==> config.mk <==
export PLATFORM = sky130hd
export DESIGN_NAME = fp_i2f_arbiter
export DESIGN_NICKNAME = d
export VERILOG_FILES = /design/src/rtl/fp_i2f_arbiter.sv
export SDC_FILE = /design/constraint.sdc
export NUM_CORES = 1
export LEC_CHECK = 0
export BUFFER_PORTS_ARGS = -buffer_cell sky130_fd_sc_hd__buf_4
export CORE_MARGIN = 2
export CORE_UTILIZATION = 47
export DETAILED_ROUTE_END_ITERATION = 10
export HOLD_SLACK_MARGIN = 0.02
export PLACE_DENSITY = 0.78
export SYNTH_ARGS = -nofsm -noshare
export SYNTH_HDL_FRONTEND = slang
export SYNTH_SLANG_ARGS = --single-unit
export TNS_END_PERCENT = 5
==> constraint.sdc <==
create_clock -name clock -period 4.3 [get_ports clock]
set_clock_uncertainty 0.1 [all_clocks]
set_input_delay 0.645 -clock clock [delete_from_list [all_inputs] [get_ports clock]]
set_output_delay 0.645 -clock clock [all_outputs]
set_load 0.05 [all_outputs]
==> src/rtl/fp_i2f_arbiter.sv <==
// Round-robin front end that shares one pipelined int-to-float converter among
// NREQ requesters, tags each issue with its requester ID and supports draining.
module fp_i2f_arbiter #(
    parameter int NREQ    = 4,
    parameter int EXP     = 8,
    parameter int MANT    = 23,
    parameter int WIDTH   = 1 + EXP + MANT,
    parameter int CVT_LAT = 2,
    parameter int IDW     = $clog2(NREQ)
) (
    input  logic                     clock,
    input  logic                     clock_sreset,
    input  logic [NREQ-1:0]          req_valid,
    input  logic [NREQ*(MANT+1)-1:0] req_data,
    output logic [NREQ-1:0]          req_ready,
    output logic [MANT:0]            cvt_data,
    output logic                     cvt_valid,
    input  logic [WIDTH-1:0]         cvt_result,
    input  logic                     cvt_result_valid,
    output logic [WIDTH-1:0]         rsp_result,
    output logic [IDW-1:0]           rsp_id,
    output logic                     rsp_valid,
    input  logic                     drain_req,
    output logic                     drained,
    output logic                     tag_error
);

    localparam int DW   = MANT + 1;
    localparam int CNTW = $clog2(CVT_LAT + 3) + 1;
    localparam int LAST = CVT_LAT;

    typedef enum logic [1:0] {
        ST_RUN     = 2'd0,
        ST_DRAIN   = 2'd1,
        ST_DRAINED = 2'd2
    } state_t;

    state_t            state_r;
    logic [IDW-1:0]    ptr_r;
    logic [NREQ-1:0]   grant_s;
    logic              grant_any_s;
    logic [IDW-1:0]    grant_id_s;
    logic [DW-1:0]     grant_data_s;
    logic [IDW:0]      idx_s;
    logic [CVT_LAT:0]  tag_vld_r;
    logic [IDW-1:0]    tag_id_r [CVT_LAT+1];
    logic [CNTW-1:0]   inflight_r;
    logic              underflow_s;
    logic              mismatch_s;

    assign req_ready = grant_s;

    // Round-robin search starting at ptr_r; only RUN may grant.
    always_comb begin
        grant_s      = '0;
        grant_any_s  = 1'b0;
        grant_id_s   = '0;
        grant_data_s = '0;
        idx_s        = '0;
        if ((state_r == ST_RUN) && !clock_sreset) begin
            for (int i = 0; i < NREQ; i++) begin
                idx_s = {1'b0, ptr_r} + (IDW+1)'(i);
                if (idx_s >= (IDW+1)'(NREQ)) begin
                    idx_s = idx_s - (IDW+1)'(NREQ);
                end else begin
                    idx_s = idx_s;
                end
                if (!grant_any_s && req_valid[idx_s[IDW-1:0]]) begin
                    grant_any_s                = 1'b1;
                    grant_s[idx_s[IDW-1:0]]    = 1'b1;
                    grant_id_s                 = idx_s[IDW-1:0];
                    grant_data_s               = req_data[idx_s[IDW-1:0]*DW +: DW];
                end else begin
                    grant_any_s = grant_any_s;
                end
            end
        end else begin
            grant_any_s = 1'b0;
        end
    end

    // Integrity: tag valid must track converter valid; a response needs something in flight.
    always_comb begin
        mismatch_s  = (cvt_result_valid != tag_vld_r[LAST]);
        underflow_s = rsp_valid && (inflight_r == '0);
    end

    // Pointer advance and converter issue register.
    always_ff @(posedge clock) begin
        if (clock_sreset) begin
            ptr_r     <= '0;
            cvt_valid <= 1'b0;
            cvt_data  <= '0;
        end else begin
            cvt_valid <= grant_any_s;
            if (grant_any_s) begin
                cvt_data <= grant_data_s;
                if (grant_id_s == IDW'(NREQ - 1)) begin
                    ptr_r <= '0;
                end else begin
                    ptr_r <= grant_id_s + IDW'(1);
                end
            end
        end
    end

    // Tag pipeline; stage LAST lines up with cvt_result_valid.
    always_ff @(posedge clock) begin
        if (clock_sreset) begin
            tag_vld_r <= '0;
            for (int i = 0; i <= CVT_LAT; i++) begin
                tag_id_r[i] <= '0;
            end
        end else begin
            tag_vld_r   <= {tag_vld_r[CVT_LAT-1:0], grant_any_s};
            tag_id_r[0] <= grant_id_s;
            for (int i = 1; i <= CVT_LAT; i++) begin
                tag_id_r[i] <= tag_id_r[i-1];
            end
        end
    end

    // Response register, inflight counter and sticky error flag.
    always_ff @(posedge clock) begin
        if (clock_sreset) begin
            rsp_valid  <= 1'b0;
            rsp_result <= '0;
            rsp_id     <= '0;
            inflight_r <= '0;
            tag_error  <= 1'b0;
        end else begin
            rsp_valid <= cvt_result_valid;
            if (cvt_result_valid) begin
                rsp_result <= cvt_result;
                rsp_id     <= tag_id_r[LAST];
            end
            case ({grant_any_s, rsp_valid})
                2'b10: begin
                    if (inflight_r != {CNTW{1'b1}}) begin
                        inflight_r <= inflight_r + CNTW'(1);
                    end
                end
                2'b01: begin
                    if (inflight_r != '0) begin
                        inflight_r <= inflight_r - CNTW'(1);
                    end
                end
                default: inflight_r <= inflight_r;
            endcase
            if (mismatch_s || underflow_s) begin
                tag_error <= 1'b1;
            end
        end
    end

    // Drain state machine; drained is registered alongside the state.
    always_ff @(posedge clock) begin
        if (clock_sreset) begin
            state_r <= ST_RUN;
            drained <= 1'b0;
        end else begin
            case (state_r)
                ST_RUN: begin
                    drained <= 1'b0;
                    if (drain_req) begin
                        state_r <= ST_DRAIN;
                    end
                end
                ST_DRAIN: begin
                    if (!drain_req) begin
                        state_r <= ST_RUN;
                        drained <= 1'b0;
                    end else if ((inflight_r == '0) && !rsp_valid) begin
                        state_r <= ST_DRAINED;
                        drained <= 1'b1;
                    end
                end
                ST_DRAINED: begin
                    if (!drain_req) begin
                        state_r <= ST_RUN;
                        drained <= 1'b0;
                    end else begin
                        drained <= (inflight_r == '0);
                    end
                end
                default: begin
                    state_r <= ST_RUN;
                    drained <= 1'b0;
                end
            endcase
        end
    end

endmodule

# Word-level counts from Yosys, hierarchy flattened
# Memory sizes are Yosys's and may differ from the RTL's. A register that Yosys moved wholly into a read port is not among the register bits.
# Cells that the tools add are included.
# word_totals
reg_bits	71
ramBits	6
output_inout_bits	66
wordCells	150
n_memories	1
# classes
addsub	10
multipliers	4
order_cmp	12
n_eq_ne	12
shift	4
mux	69
n_bitwise	6
reduce_logical	22
# mem_list
name	depth	word_bits	read_ports	rd_clocked_by_memory_dff	wr	line_no	source
tag_id_r	3	2	3	1	3	46	logic [IDW-1:0] tag_id_r [CVT_LAT+1];
# ops
op	n
96-bit by 8-bit variable part select with 24-bit output	4
24-bit 2-to-1 mux	5
2-bit 2-to-1 mux	21
4-bit 2-to-1 mux	10
1-bit 2-to-1 mux	22
2-bit by 2-bit multiplier with 4-bit output (second input constant)	4
2-bit by 3-bit less-than comparator with 1-bit output (second input constant)	4
4-bit bitwise OR	3
1-bit logical AND	10
3-bit >= comparator (second input constant)	3
1-bit binary-select mux with 2-bit select	4
1-bit demux with 2-bit select	4
2-bit by 1-bit >= comparator with 1-bit output (second input constant)	4
2-bit inequality test (second input constant)	4
4-bit case mux with 2 select lines	1
2-bit by 1-bit subtractor with 2-bit output (second input constant)	4
2-bit by 2-bit adder with 3-bit output (second input constant)	2
2-bit == test (second input constant)	3
2-bit case mux with 3 select lines	1
3-bit AND reduction	2
1-bit logical NOT	5
4-bit by 1-bit adder with 4-bit output (second input constant)	1
2-bit by 1-bit == test with 1-bit output (second input constant)	2
4-bit logical NOT	1
13 further kinds	15

# Longest topological paths before layout
# logic_depth
word_depth	22
mapped_depth	17
mapped_depth_nobuf	12

# Least setup slack after synthesis
# No wires, ideal clock.
# synth_path
kind	reg-to-output
startpoint	register ptr_r[0]
endpoint	output req_ready[3]
arrival_time_ns	3.739
required_time_ns	3.555
setup_slack_ns	-0.184
path_stages_with_launch	14
path_buffers	7
path_cell_list	dfxtp_1 buf_2 buf_2 buf_2 inv_1 ha_1 buf_2 mux4_2 buf_2 nor4b_2 buf_2 buf_2 nand2_1 a21oi_1
# synth_via
elab_chain_len	19
word_cells_on_any_way	70
cone_classes	7 x add/sub; 12 x order compare; 38 x mux; 3 x bitwise; 10 x reduce/logical
# synth_rtl
item	line_no	source
from (decl)	39	logic [IDW-1:0] ptr_r;
from (signal assigned)	101	ptr_r <= grant_id_s + IDW'(1);
parallel branches: the longest is 17 deep, another holds 2-bit by 1-bit adder with 3-bit output	n/a	
4-bit 2-to-1 mux *	68	if (!grant_any_s && req_valid[idx_s[IDW-1:0]]) begin
4-bit 2-to-1 mux *	60	if ((state_r == ST_RUN) && !clock_sreset) begin
to (decl)	15	output logic [NREQ-1:0] req_ready,
# Every way passes the cells marked *. The select of a mux whose other input is x is not followed.

# Final worst setup path
# layout_path
startpoint	register ptr_r[1]
endpoint	output req_ready[1]
# The elaborated chain is that of the path after synthesis.

==> results.ini <==
[power]
p_leak_nw = 3.340
seqPwrFrac = 0.182
ir_worst_vdd_mv = 0.3145
clkPwrFrac = 0.152
power.density_nw_per_um2 = 651.6
power.internal_w = 0.003008
pwr-share-comb = 0.665
switchingPower_w = 0.002372
swShare = 0.4410

[floorplanning]
die-area_um2 = 14470
std_cell_rows = 42
die_h_um = 120.3
die_w_um = 120.3
io_pins = 202
initial_core_util = 0.4801
core_um2 = 13240

[synth]
syn_area_per_cell_um2 = 10.46
syn_area_um2 = 6357
yosys_register_bits = 78
synth_edf_count = 0
async_flop_share = 0
synth_ff_type = dfxtp_1
synth_cells = 608
yosysSeqAreaShare = 0.2456
yosysWarnings = 0
synth_nets = 758
ys_types = 41

[sta]
fmax_mhz = 254.6
finalSetupViolCount = 0
slew_violations = 0
whs_ns = 0.3445
hold_viol = 0
fin_crit_ns = 3.928
slew_headroom = 0.3720
tightestPinTransition_ns = 0.9420
fin_crit_sh = 0.9135
rsz0062_at_grt = no

[route]
ant_nets = 0
drc_errors = 0
wirelength_mm = 17.88
dr.pass1.iters = 6
wl_per_cell_um = 18.88
routed-via-count = 5894
drtIter0Drc = 460
viasPerCell = 6.224

[setup_path]
r2r_start = ptr_r[1]
end_kind = output port
cp.required_ns = 3.56
endpoint = req_ready[1]
timing.rr.end = inflight_r[3]
path_max_fanout = 30
setup.worst_path.start_class = flip-flop
worstSetupStartpoint = ptr_r[1]
reg2regPathDepth = 11
path_class = flip-flop to output port
crit_arrival_ns = 3.18
r2r_slack_ns = 0.65

[status]
status = finished, final reports clean

[clocking]
tritoncts = done
cts_made_buffers = 9
htree_levels = 3
clock-sinks = 78
path_clk_slew_ns = 0.06
cts-resized-gates = 0
cts_max_path_buffers = 2
insertion_delay_ns = 0.33
ctsHoldBuffers = 0
clock-root-buffer = clkbuf_16
post-cts-setup-buffer-count = 0

[finish]
fin_cells = 947
diodes = 0
final_common_cell = buf_4
area_growth_pct = 29.88
drive_gt1_frac = 0.4332
nets = 916
final_cell_mix = buf_4 (212), mux4_2 (93), dfxtp_1 (76)

[global_routing]
grt_max_degree = 77
overflow = 0
track_usage = 0.2446
antenna_found_initial = 0
grt_pass1_wl_mm = 28.68
grt_pass1_vias = 5744

[flow_run]
cap_violations = 0

[placement]
io_buffers = 201
place_hpwl_mm = 13.06
place_congestion = 0.8790
dpl.cell_count = 931

[worst_hold_path]
min_path_type = flip-flop to flip-flop

==> layer usage <==
metal,GRT usage,part of all wire,vias to the layer above
li1,-,-,2684
met1,0.3295,0.41,2853
met2,0.4006,0.47,330
met3,0.05377,0.099,27
met4,0.06759,0.016,0
met5,0,0,-
==> cell type report <==
| class | count | area, um2 |
|---|---|---|
| clock buffers | 13 | 270.3 |
| clock inverters | 3 | 65.06 |
| fillers | 1108 | 4986 |
| inverters | 8 | 30.03 |
| multi-input cells | 457 | 4513 |
| flip-flops and latches | 78 | 1567 |
| well taps | 176 | 220.2 |
| repair buffers | 212 | 1592 |
==> cells in the mapped netlist (2+ instances only) <==
cell type / n / area (um2)
o31ai_1: 2 / 15.01
mux2_2: 4 / 45.04
nand3b_1: 29 / 217.7
ha_1: 13 / 162.7
o221ai_1: 5 / 43.79
mux2i_1: 47 / 470.5
mux4_2: 93 / 2095
clkbuf_1: 35 / 131.4
xnor2_1: 4 / 35.03
o21ai_0: 32 / 160.2
nor2b_1: 11 / 68.82
a211oi_1: 6 / 45.04
dfxtp_1: 78 / 1562
a32oi_1: 3 / 26.28
nand2_1: 38 / 142.6
buf_1: 7 / 26.28
a221o_1: 4 / 40.04
a21oi_1: 52 / 260.3
nand3_1: 3 / 15.01
nor3_1: 4 / 20.02
nand2b_1: 2 / 12.51
buf_2: 22 / 110.1
nor2_1: 64 / 240.2
o22ai_1: 3 / 18.77
inv_1: 8 / 30.03
nor4_1: 2 / 12.51
a221oi_1: 21 / 183.9
a21o_1: 3 / 22.52
==> power by group through the flow <==
stage | registers, W | clock network (W) | logic (W)
after global placement | 0.000988 | 0 | 0.00347
final | 0.000980 | 0.000820 | 0.00358
after CTS | 0.000981 | 0.000839 | 0.00357
after detailed placement | 0.000995 | 0 | 0.00356
after floorplan | 0.00133 | 0 | 0.00241
after global routing | 0.000997 | 0.000870 | 0.00385
==> cell families after synthesis <==
logic type / after synthesis / share of synthesized area
flip-flops: 78 / 0.2456
XOR/XNOR: 5 / 0.006888
multiplexers: 144 / 0.4105
buffers and inverters: 73 / 0.04802
AND/OR/NAND/NOR: 160 / 0.1248
AO/OA/AOI/OAI: 134 / 0.1354
adder cells (fa/ha/maj): 14 / 0.02874
==> sequential cells by signal, summed over array words and instances, names as in the netlist <==
register    cells
rsp_result     32
rsp_id          2
inflight_r      4
tag_error       1
rsp_valid       1
state_r         2
cvt_data       24
drained         1
tag_vld_r       3
tag_id_r        6
ptr_r           2
==> worst max-delay path, cell delays in order, from the launching register on <==
cell	delay, ns
dfxtp_2	0.33
inv_1	0.21
ha_2	0.70
mux4_2	0.42
buf_4	0.28
nor2b_2	0.25
a221o_1	0.19
o21ai_0	0.08
a21oi_1	0.18
buf_4	0.22
==> through the flow <==
| stage | instance area, um2 | setup WS, ns | utilization | power [W] | TNS, ns |
|---|---|---|---|---|---|
| after floorplan | 6361 | -0.1824 | - | 0.003738 | -0.5472 |
| after global placement | 7921 | 0.7683 | 0.5982 | 0.004457 | 0 |
| after detailed placement | 7921 | 0.7182 | 0.5982 | 0.004558 | 0 |
| after CTS | 8257 | 0.3685 | 0.6235 | 0.005391 | 0 |
| after global routing | 8257 | 0.1752 | 0.6235 | 0.005720 | 0 |
| final | 8257 | 0.3718 | 0.6235 | 0.005380 | 0 |
==> worst min-delay path by stage <==
stage | startpoint | endpoint | slack [ns] | depth (start not counted)
floorplan | tag_id_r[0][0] | tag_id_r[1][0] | 0.31 | 1
global placement | tag_id_r[1][1] | tag_id_r[2][1] | 0.32 | 1
detailed placement | tag_id_r[1][0] | tag_id_r[2][0] | 0.33 | 1
CTS | tag_id_r[1][0] | tag_id_r[2][0] | 0.34 | 1
global route | tag_id_r[1][0] | tag_id_r[2][0] | 0.37 | 1
finish | tag_id_r[1][0] | tag_id_r[2][0] | 0.34 | 1
(Power assumes the default switching activity.)
